`config.mk`:
```
export PLATFORM = sky130hd
export DESIGN_NAME = reset_sequencer
export DESIGN_NICKNAME = d
export VERILOG_FILES = /design/src/rtl/reset_seq_pkg.sv /design/src/rtl/reset_sequencer_seq_counter.sv /design/src/rtl/reset_sequencer.sv
export SDC_FILE = /design/constraint.sdc
export NUM_CORES = 1
export LEC_CHECK = 0
export CAP_MARGIN = 25
export CORE_MARGIN = 5
export CORE_UTILIZATION = 55
export CTS_BUF_LIST = sky130_fd_sc_hd__clkbuf_2 sky130_fd_sc_hd__clkbuf_4 sky130_fd_sc_hd__clkbuf_8
export CTS_CLUSTER_SIZE = 10
export DETAILED_ROUTE_END_ITERATION = 7
export PLACE_DENSITY = 0.8
export RECOVER_POWER = 100
export SLEW_MARGIN = 20
export SYNTH_ARGS = -nofsm -noshare
export SYNTH_HDL_FRONTEND = slang
export SYNTH_SLANG_ARGS = --single-unit
```
`constraint.sdc`:
```
create_clock -name clk -period 4.1 [get_ports clk]
set_input_delay 0.82 -clock clk [delete_from_list [all_inputs] [get_ports clk]]
set_output_delay 0.82 -clock clk [all_outputs]
set_load 0.005 [all_outputs]
```
`src/rtl/reset_seq_pkg.sv`:
```
// Shared constants for the staged reset sequencer: state encoding and widths.
package reset_seq_pkg;

    localparam int unsigned STATE_W = 3;

    localparam logic [STATE_W-1:0] ASSERT   = 3'd0;
    localparam logic [STATE_W-1:0] WAIT_ACK = 3'd1;
    localparam logic [STATE_W-1:0] GAP      = 3'd2;
    localparam logic [STATE_W-1:0] RUN      = 3'd3;

endpackage

```
`src/rtl/reset_sequencer_seq_counter.sv`:
```
// Enable-qualified up counter with synchronous clear and terminal compare,
// shared by the hold, gap and acknowledge-timeout phases.
module seq_counter #(
    parameter int unsigned WIDTH = 8
) (
    input  logic             clk,
    input  logic             rst,
    input  logic             en,
    input  logic             clr,
    input  logic [WIDTH-1:0] term,
    output logic             hit_c
);

    logic [WIDTH-1:0] count;

    always_ff @(posedge clk) begin
        if (rst) begin
            count <= '0;
        end else if (en) begin
            if (clr) begin
                count <= '0;
            end else begin
                count <= count + WIDTH'(1);
            end
        end
    end

    assign hit_c = (count == term);

endmodule

```
`src/rtl/reset_sequencer.sv`:
```
// Staged reset release: hold all domains, then release them in index order,
// waiting for each domain's acknowledge (with timeout) before the next.
module reset_sequencer
    import reset_seq_pkg::*;
#(
    parameter int unsigned NUM_DOMAINS = 3,
    parameter int unsigned HOLD_CYCLES = 16,
    parameter int unsigned GAP_CYCLES  = 4,
    parameter int unsigned ACK_TIMEOUT = 255,
    parameter int unsigned CNT_WIDTH   = 8
) (
    input  logic                   clk,
    input  logic                   sync_reset,
    input  logic                   clk_enable,
    input  logic                   soft_reset_req,
    input  logic [NUM_DOMAINS-1:0] done_ack,
    output logic [NUM_DOMAINS-1:0] domain_reset,
    output logic                   seq_done,
    output logic                   timeout_err,
    output logic [STATE_W-1:0]     seq_state
);

    localparam int unsigned IDX_W   = (NUM_DOMAINS > 1) ? $clog2(NUM_DOMAINS) : 1;
    localparam int unsigned ACK_EXT = 1 << IDX_W;

    logic [STATE_W-1:0]     state, state_nxt;
    logic [IDX_W-1:0]       idx, idx_nxt;
    logic [NUM_DOMAINS-1:0] dr_nxt;
    logic                   done_nxt;
    logic                   terr_nxt;
    logic                   cnt_clr_c;
    logic [CNT_WIDTH-1:0]   cnt_term_c;
    logic                   cnt_hit_c;
    logic [ACK_EXT-1:0]     ack_ext;
    logic                   ack_c;
    logic                   last_c;

    // Zero-extend so every idx value selects a defined bit.
    assign ack_ext = ACK_EXT'(done_ack);
    assign ack_c   = ack_ext[idx];
    assign last_c  = (idx == IDX_W'(NUM_DOMAINS - 1));

    seq_counter #(
        .WIDTH (CNT_WIDTH)
    ) u_cnt (
        .clk   (clk),
        .rst   (sync_reset),
        .en    (clk_enable),
        .clr   (cnt_clr_c),
        .term  (cnt_term_c),
        .hit_c (cnt_hit_c)
    );

    always_comb begin
        state_nxt  = state;
        idx_nxt    = idx;
        dr_nxt     = domain_reset;
        done_nxt   = seq_done;
        terr_nxt   = timeout_err;
        cnt_clr_c  = 1'b0;
        cnt_term_c = '0;
        case (state)
            ASSERT: begin
                cnt_term_c = CNT_WIDTH'(HOLD_CYCLES - 1);
                if (cnt_hit_c) begin
                    cnt_clr_c = 1'b1;
                    dr_nxt[0] = 1'b0;
                    state_nxt = WAIT_ACK;
                end
            end
            WAIT_ACK: begin
                cnt_term_c = CNT_WIDTH'(ACK_TIMEOUT - 1);
                // A coincident acknowledge wins over the timeout.
                if (ack_c || cnt_hit_c) begin
                    cnt_clr_c = 1'b1;
                    if (!ack_c) begin
                        terr_nxt = 1'b1;
                    end
                    if (last_c) begin
                        state_nxt = RUN;
                        done_nxt  = 1'b1;
                    end else begin
                        state_nxt = GAP;
                    end
                end
            end
            GAP: begin
                cnt_term_c = CNT_WIDTH'(GAP_CYCLES - 1);
                if (cnt_hit_c) begin
                    cnt_clr_c = 1'b1;
                    idx_nxt   = idx + IDX_W'(1);
                    dr_nxt    = domain_reset & ~(NUM_DOMAINS'(1) << idx_nxt);
                    state_nxt = WAIT_ACK;
                end
            end
            RUN: begin
                cnt_clr_c = 1'b1;
                dr_nxt    = '0;
                done_nxt  = 1'b1;
                if (soft_reset_req) begin
                    dr_nxt    = '1;
                    done_nxt  = 1'b0;
                    terr_nxt  = 1'b0;
                    idx_nxt   = '0;
                    state_nxt = ASSERT;
                end
            end
            default: begin
                cnt_clr_c = 1'b1;
                dr_nxt    = '1;
                done_nxt  = 1'b0;
                idx_nxt   = '0;
                state_nxt = ASSERT;
            end
        endcase
    end

    always_ff @(posedge clk) begin
        if (sync_reset) begin
            state        <= ASSERT;
            idx          <= '0;
            domain_reset <= '1;
            seq_done     <= 1'b0;
            timeout_err  <= 1'b0;
        end else if (clk_enable) begin
            state        <= state_nxt;
            idx          <= idx_nxt;
            domain_reset <= dr_nxt;
            seq_done     <= done_nxt;
            timeout_err  <= terr_nxt;
        end
    end

    assign seq_state = state;

endmodule

```
Word-level counts from Yosys, hierarchy flattened --
Index checks and enable logic that the tools add are counted. Widths: inputs -> output; s select.
Operators by class: shifts and indexed selects 1, multiplexer cells 28, magnitude comparators 1, bitwise operators 5, equal/unequal tests 12, reduce and logical (&&, ||, !) cells 11, $add $sub $neg 2
Operators by type and width (count):
- $pmux 8 s3 | 1
- $reduce_and 4->1 | 4
- $mux 3 | 5
- $ne 2x2->1 const B | 6
- $pmux 2 s3 | 2
- $mux 1 | 11
- $pmux 3 s3 | 1
- $add 8x1->8 const B | 1
- $eq 8x8->1 | 1
- $mux 8 | 1
- $eq 3x2->1 const B | 2
- $reduce_and 5->1 | 1
- $mux 2 | 2
- $pmux 1 s2 | 2
- $pmux 1 s4 | 1
- $reduce_or 2->1 | 2
- $and 3x3->3 | 1
- $eq 3x1->1 const B | 1
- $logic_not 3->1 | 1
- $lt 2x3->1 const B | 1
- $not 1->1 | 3
- $not 3->3 | 1
- $pmux 1 s3 | 1
- $reduce_and 3->1 | 1
- other kinds (7) | 7
Word-level totals: output and inout port bits 8, input port bits 7, bits in registers 18, logic and storage cells 67

Depth between registers and ports, before layout --
Gate-level depths: netlist (run 1).
depth after elaboration 7, mapped depth 6, mapped depth without buffers 6

Modules after synthesis --
A second synthesis (run 1) with hierarchy kept.
Second synthesis, totals: cells, all modules 120, area total of the unflattened synthesis 1007.2 um^2
Modules (own cells, without submodules):
- reset_sequencer | cells an instance 69, area an instance 563.0 um^2, instances 1, sequential area each 180.2 um^2
- seq_counter | cells an instance 51, area an instance 444.2 um^2, instances 1, sequential area each 160.2 um^2

Worst setup path before layout (run 1) --
OpenSTA, ideal clock, no wires.
path kind register to register, start reg state[0], in the netlist seq_state[0], end reg domain_reset[0], period minus slack after synthesis 1847 ps, cell stages (with the launch flop) 7, data arrival time 1725 ps, setup slack 2253 ps, setup time 122 ps, required time 3978 ps, path buffers 1, cells stage by stage dfxtp_1 -> buf_6 -> or4b_1 -> o32a_2 -> a21oi_4 -> nand3_2 -> a311o_1
Between the ends: cells in the longest elaborated chain, start to end 5, elaborated cells between the ends (all ways) 11, classes of those cells 6 x eq/ne; 2 x mux; 1 x bitwise; 2 x reduce/logical
RTL lines:
- start: declaration | line reset_sequencer.sv:26 | logic [STATE_W-1:0] state, state_nxt;
- start signal: assignment | line reset_sequencer.sv:126 | state <= state_nxt;
- $eq 3x2->1 (tied with other cells) | line reset_sequencer.sv:62 | case (state)
- $pmux 8 s3 | line reset_sequencer.sv:62
- $eq 8x8->1 | line reset_sequencer_seq_counter.sv:28 | assign hit_c = (count == term);
- $ne 2x2->1 (no source line)
- $reduce_and 4->1 (no source line)
- end signal: assignment | line reset_sequencer.sv:128 | domain_reset <= dr_nxt;
- end: declaration | line reset_sequencer.sv:17 | output logic [NUM_DOMAINS-1:0] domain_reset,
Parallel ways exist; a longest one is shown, timed or not. A chain may end at the register's enable or synchronous reset.

Worst setup path after layout (run 1) --
start in clk_enable, end reg idx[0]
Between the ends: cells in the longest elaborated chain, start to end 1
RTL lines:
- start: declaration | line reset_sequencer.sv:14 | input logic clk_enable,
- $reduce_and 4->1 (no source line)
- end signal: assignment | line reset_sequencer.sv:127 | idx <= idx_nxt;
- end: declaration | line reset_sequencer.sv:27 | logic [IDX_W-1:0] idx, idx_nxt;
Every way passes these cells.

==> impl_metrics.env, run 1 <==
export IMPL_insertion_delay_ps=280
export IMPL_die_area_um2=2910
export IMPL_route_met2_wl_um=1200
export IMPL_synth_edf_count=0
export IMPL_yosysWarnings=0
export IMPL_drtAntennaViolNets=0
export IMPL_final_core_util=0.661
export IMPL_r2r_start="seq_state[0]$_SDFFE_PP0P_"
export IMPL_met3_length_um=72
export IMPL_r2r_slack_ps=1650
export IMPL_setup_ws_ps=1270
export IMPL_r2r_end="idx[0]$_SDFFE_PP0P_"
export IMPL_area_delta_synth_final_pct=11.0
export IMPL_met1_length_um=965
export IMPL_nets=148
export IMPL_postCtsHoldBufs=0
export IMPL_numPortBuffers=13
export IMPL_final_cell_mix="dfxtp_1 (17), nand2_1 (13), o21ai_0 (10), dlygate4sd3_1 (9), nor3_1 (7)"
export IMPL_setup_violations_final=0
export IMPL_crit_fanout=15
export IMPL_diodes=0
export IMPL_avgSynthCellArea_um2=8.50
export IMPL_die_w_um=53.9
export IMPL_route_detailed_wl_per_inst_um=14.0
export IMPL_antenna_found_initial=0
export IMPL_cts_buffer_depth=2
export IMPL_min_period_ps=2830
export IMPL_path_clk_slew_ps=90
export IMPL_post_cts_setup_buffer_count=0
export IMPL_dp_cells=156
export IMPL_pre_cts_slack_ps=1540
export IMPL_dp_hpwl_um=1720
export IMPL_hp_class="reg2reg"
export IMPL_drtPass1Iterations=4
export IMPL_path_class="in2reg"
export IMPL_gr_usage_all_layers=0.175
export IMPL_end_kind="flop"
export IMPL_yosys_area_top_type="dfxtp_1"
export IMPL_initial_core_util=0.596
export IMPL_startpoint="clk_enable"
export IMPL_final_common_cell="dfxtp_1"
export IMPL_grt_max_degree=20
export IMPL_skew_ps=0.883
export IMPL_ctsRootBufferMaster="clkbuf_4"
export IMPL_drtIter0Drc=16
export IMPL_power_leakage_nw=0.424
export IMPL_slew_headroom=0.323
export IMPL_rows=15
export IMPL_worstPathRequired_ps=4280
export IMPL_status="finished, final reports clean"
export IMPL_htreeDepth=1
export IMPL_routed_wl_um=2250
export IMPL_synth_nets=137
export IMPL_async_reset_ff_frac=0
export IMPL_placed_cell_area_um2=1180
export IMPL_die_y_um=53.9
export IMPL_reg2reg_depth=5
export IMPL_highest_layer="met4"
export IMPL_viasPerCell=5.83
export IMPL_worst_pin_slew_ps=990
export IMPL_synthDominantCellAreaShare=0.320
export IMPL_irDropWorstVdd_v=0.000172
export IMPL_rsz0062_at_grt="no"
export IMPL_globalplace_congestion=0.789
export IMPL_worstSetupEndpoint="idx[0]$_SDFFE_PP0P_"
export IMPL_ys_seq_elements=17
export IMPL_synthFlopType="dfxtp_1"
export IMPL_overflow=0
export IMPL_final_cells=160
export IMPL_synth_area_leaders="dfxtp_1 (32%), ha_1 (5.9%), o21ai_0 (4.7%), nand2_1 (4.6%), nor3_1 (3.3%)"
export IMPL_design_core_area_um2=1780
export IMPL_arrival_ps=3020
export IMPL_drive_gt1_frac=0.0889
export IMPL_synth_cells=125
export IMPL_grt_pass1_wl_um=3750
export IMPL_grt_pass1_vias=871
export IMPL_ctsResizeCount=0
export IMPL_vias=932
export IMPL_cap_violations=0
export IMPL_p_per_area_nw_per_um2=238
export IMPL_yosysSeqAreaShare=0.320
export IMPL_fillers=157
export IMPL_cp_start_kind="primary input"
export IMPL_hold_viol=0
export IMPL_drc=0
export IMPL_tns_ps=0
export IMPL_cts_buffers=3
export IMPL_io_pins=15
export IMPL_clock_sinks=17
export IMPL_syn_cell_area_um2=1060
export IMPL_post_route_period_util=0.691
export IMPL_cts_tree="built"
export IMPL_postLayoutCellArea_um2=1180
export IMPL_fmax_mhz=353
export IMPL_synthDistinctLibCells=48
export IMPL_finalMaxSlewViolations=0
synthesized netlist by cell type (all sizes together) (2+ instances only):
library cell	n
dfxtp	17
nand2	13
o21ai	10
nor3	7
buf	6
nor2	6
ha	5
inv	5
a21oi	4
and3	4
nand2b	4
nand3	4
xor2	4
nand3b	3
nand4	3
nor2b	3
and3b	2
o41ai	2
xnor2	2
final cells by class:
cell class | instances | area, µm² | share of cell area
multi-input combinational | 96 | 628 | 0.533
sequential | 17 | 340 | 0.289
timing repair buffer | 13 | 130 | 0.110
tap | 25 | 31.3 | 0.0265
clock buffer | 4 | 30.0 | 0.0255
inverter | 5 | 18.8 | 0.0159
state kept, by name, summed over array words and instances, names as in the netlist:
name and cells:
domain_reset 3, idx 2, seq_done 1, seq_state 2, timeout_err 1, u_cnt.count 8
where the power goes:
group | switching (mW) | leakage, nW | internal, mW | total (mW)
Combinational | 0.00978 | 0.268 | 0.00857 | 0.0184
Clock | 0.0485 | 0.0184 | 0.0443 | 0.0928
Sequential | 0.00252 | 0.137 | 0.167 | 0.169
Total | 0.0608 | 0.424 | 0.220 | 0.280
through the flow:
stage	power [mW]	hold WS, ps
floorplan	0.183	471
global placement	0.191	472
detailed placement	0.192	481
CTS	0.285	502
global route	0.296	527
finish	0.280	495
cells by family after synthesis:
family,synth area share
simple gates,0.293
mux,0.00942
other cells,0.00353
flops,0.320
compound gates,0.209
xor+xnor,0.0495
buf+inv,0.0565
fa+ha+maj,0.0589
routing by layer:
metal,GRT usage,vias up
met5,0,-
met2,0.313,14
met3,0.0332,2
met4,0.0851,0
met1,0.197,446
li1,-,470
worst min path at each step:
stage                                         endpoint                         start  slack [ps]  depth (start not counted)
after floorplan               timeout_err$_SDFFE_PP0P_      timeout_err$_SDFFE_PP0P_         470                          2
after global placement    domain_reset[1]$_SDFFE_PP1P_  domain_reset[1]$_SDFFE_PP1P_         470                          2
after detailed placement  domain_reset[2]$_SDFFE_PP1P_  domain_reset[2]$_SDFFE_PP1P_         480                          2
after CTS                 domain_reset[2]$_SDFFE_PP1P_  domain_reset[2]$_SDFFE_PP1P_         500                          2
after global routing      domain_reset[1]$_SDFFE_PP1P_  domain_reset[1]$_SDFFE_PP1P_         530                          2
final                     domain_reset[1]$_SDFFE_PP1P_  domain_reset[1]$_SDFFE_PP1P_         500                          2
critical path: stages:
cell	delay, ps
dlygate4sd3_1	860
nand2_1	170
a2111oi_0	870
nand4_1	190
o41ai_1	100
(Power assumes the default switching activity.)
==> run 2: changes to the inputs <==
CORE_UTILIZATION = 50   (was 55)
PLACE_DENSITY = 0.77   (was 0.8)
clock period = 2.5 ns   (was 4.1 ns; I/O delays follow)
==> run 2 against run 1 <==
Non-clock buffer count grew 3. Routed wire length grew 4.9%. Largest power group unchanged. Sequential share of layout area shrank 0.92 points. Clock power grew 59%. Flip-flop and latch count is the same. Power grew 64%. Worst hold slack gained 16 ps. Critical path type is now reg2reg. Final area grew 3.3%. Combinational power grew 89%. Die area grew 8.1%. Register-to-register slack lost 1300 ps. Core utilization shrank 5.3 points.
==> impl_metrics.env, run 2 (synthesized netlist as in run 1, its figures left out) <==
export IMPL_status="finished, final reports clean"
export IMPL_cts_buffer_depth=2
export IMPL_vias=973
export IMPL_initial_core_util=0.531
export IMPL_globalplace_congestion=0.799
export IMPL_grt_pass1_vias=962
export IMPL_cpMaxStageDelayCell="a2111oi_2"
export IMPL_p_switching_mw=0.110
export IMPL_antenna_found_initial=0
export IMPL_irDropWorstVdd_v=0.000334
export IMPL_setup_violations_final=0
export IMPL_p_clk_frac=0.322
export IMPL_cp_start_kind="flop"
export IMPL_routed_wl_um=2360
export IMPL_rsz0062_at_grt="no"
export IMPL_end_kind="flop"
export IMPL_finalMaxSlewViolations=0
export IMPL_route_detailed_wl_per_inst_um=14.3
export IMPL_p_comb_frac=0.075
export IMPL_design_core_area_um2=2000
export IMPL_drive_gt1_frac=0.123
export IMPL_postCtsHoldBufs=0
export IMPL_final_common_cell="dfxtp_1"
export IMPL_multi_input_area_um2=644
export IMPL_hold_depth=2
export IMPL_seqCellArea_um2=340
export IMPL_post_route_period_util=0.853
export IMPL_die_y_um=56.1
export IMPL_slew_headroom=0.649
export IMPL_drtAntennaViolNets=0
export IMPL_io_pins=15
export IMPL_reg2reg_depth=5
export IMPL_fmax_mhz=469
export IMPL_skew_ps=3.32
export IMPL_clock_sinks=17
export IMPL_drc=0
export IMPL_die_w_um=56.1
export IMPL_min_period_ps=2130
export IMPL_largest_reg_flops=8
export IMPL_diodes=0
export IMPL_p_sw_frac=0.239
export IMPL_worstPathRequired_ps=2670
export IMPL_viasPerCell=5.90
export IMPL_report_power_total_mw=0.461
export IMPL_fillers=184
export IMPL_insertion_delay_ps=290
export IMPL_grt_max_degree=16
export IMPL_path_cells="nor3b_1 > o2111ai_1 > a2111oi_2 > nand4_1 > o41ai_1"
export IMPL_drtPass1Iterations=4
export IMPL_nets=151
export IMPL_area_delta_synth_final_pct=14.6
export IMPL_cap_violations=0
export IMPL_power_leakage_nw=0.438
export IMPL_htreeDepth=1
export IMPL_hp_class="reg2reg"
export IMPL_overflow=0
export IMPL_largest_register="u_cnt.count"
export IMPL_gr_usage_all_layers=0.156
export IMPL_arrival_ps=2300
export IMPL_slowest_delay_ps=630
export IMPL_p_per_area_nw_per_um2=379
export IMPL_dp_hpwl_um=1810
export IMPL_final_cell_mix="dfxtp_1 (17), nand2_1 (13), o21ai_0 (10), nor3_1 (7), dlygate4sd3_1 (7)"
export IMPL_biggestRegsByFlops="u_cnt.count (8), domain_reset (3)"
export IMPL_drtIter0Drc=26
export IMPL_seqPwrFrac=0.603
export IMPL_path_class="reg2reg"
export IMPL_cts_tree="built"
export IMPL_cts_buffers=3
export IMPL_hold_viol=0
export IMPL_rows=16
export IMPL_grt_pass1_wl_um=4070
export IMPL_die_area_um2=3150
export IMPL_ctsRootBufferMaster="clkbuf_4"
export IMPL_numPortBuffers=13
export IMPL_p_int_mw=0.351
export IMPL_post_cts_setup_buffer_count=0
export IMPL_crit_fanout=15
export IMPL_tns_ps=0
export IMPL_path_clk_slew_ps=100
export IMPL_ctsResizeCount=0
export IMPL_worst_pin_slew_ps=526
[run 2: changes by cell type in the layout (fill, tap and decap cells not counted), sizes merged]
cell | before | now
dlygate4sd3 | 9 | 7
buf | 0 | 3
clkdlybuf4s50 | 4 | 6
clkinv | 0 | 1
clkbuf | 4 | 3
[run 2: worst paths after layout]
path	start	slack [ps]	to
max	seq_state[1]$_SDFFE_PP0P_	370	idx[1]$_SDFFE_PP0P_
min	domain_reset[1]$_SDFFE_PP1P_	510	domain_reset[1]$_SDFFE_PP1P_
max reg2reg	seq_state[1]$_SDFFE_PP0P_	370	idx[1]$_SDFFE_PP0P_
min reg2reg	domain_reset[1]$_SDFFE_PP1P_	510	domain_reset[1]$_SDFFE_PP1P_
[run 2: metal layers]
| layer | vias up | global-route usage | routed length, µm | part of all wire |
|---|---|---|---|---|
| met5 | - | 0 | 0 | 0 |
| met4 | 0 | 0.0712 | 25 | 0.011 |
| met3 | 4 | 0.0278 | 151 | 0.064 |
| met2 | 37 | 0.265 | 1180 | 0.50 |
| met1 | 452 | 0.189 | 1000 | 0.42 |
| li1 | 480 | - | - | - |
[run 2: cell type report]
type | count | share of cell area
Tap cell | 27 | 0.0277
Clock buffer | 3 | 0.0185
Inverter | 5 | 0.0154
Sequential cell | 17 | 0.280
Multi-Input combinational cell | 96 | 0.529
Clock inverter | 1 | 0.00411
Timing Repair Buffer | 16 | 0.125
[run 2: power by group through the flow]
stage | clock (mW) | combinational, mW | sequential (mW)
2_1_floorplan | 0 | 0.0180 | 0.283
3_3_place_gp | 0 | 0.0333 | 0.284
3_5_place_dp | 0 | 0.0344 | 0.284
4_1_cts | 0.153 | 0.0345 | 0.278
5_1_grt | 0.165 | 0.0382 | 0.278
6_report | 0.148 | 0.0348 | 0.278
[run 2: worst max-delay path, delay by kind of cell (launching register included)]
family | cells | cell delay, ps
DFF | 1 | 610
and+or+nand+nor | 2 | 390
AOI/OAI and AO/OA | 3 | 1020
[run 2: through the flow]
step | setup slack [ps] | util | hold slack (ps) | instances | instance area, µm²
6_report | 367 | 0.608 | 512 | 165 | 1220
2_1_floorplan | 653 | - | 471 | 125 | 1060
4_1_cts | 412 | 0.617 | 520 | 165 | 1230
3_5_place_dp | 359 | 0.603 | 497 | 161 | 1210
3_3_place_gp | 422 | 0.603 | 476 | 161 | 1210
5_1_grt | 210 | 0.608 | 532 | 165 | 1220
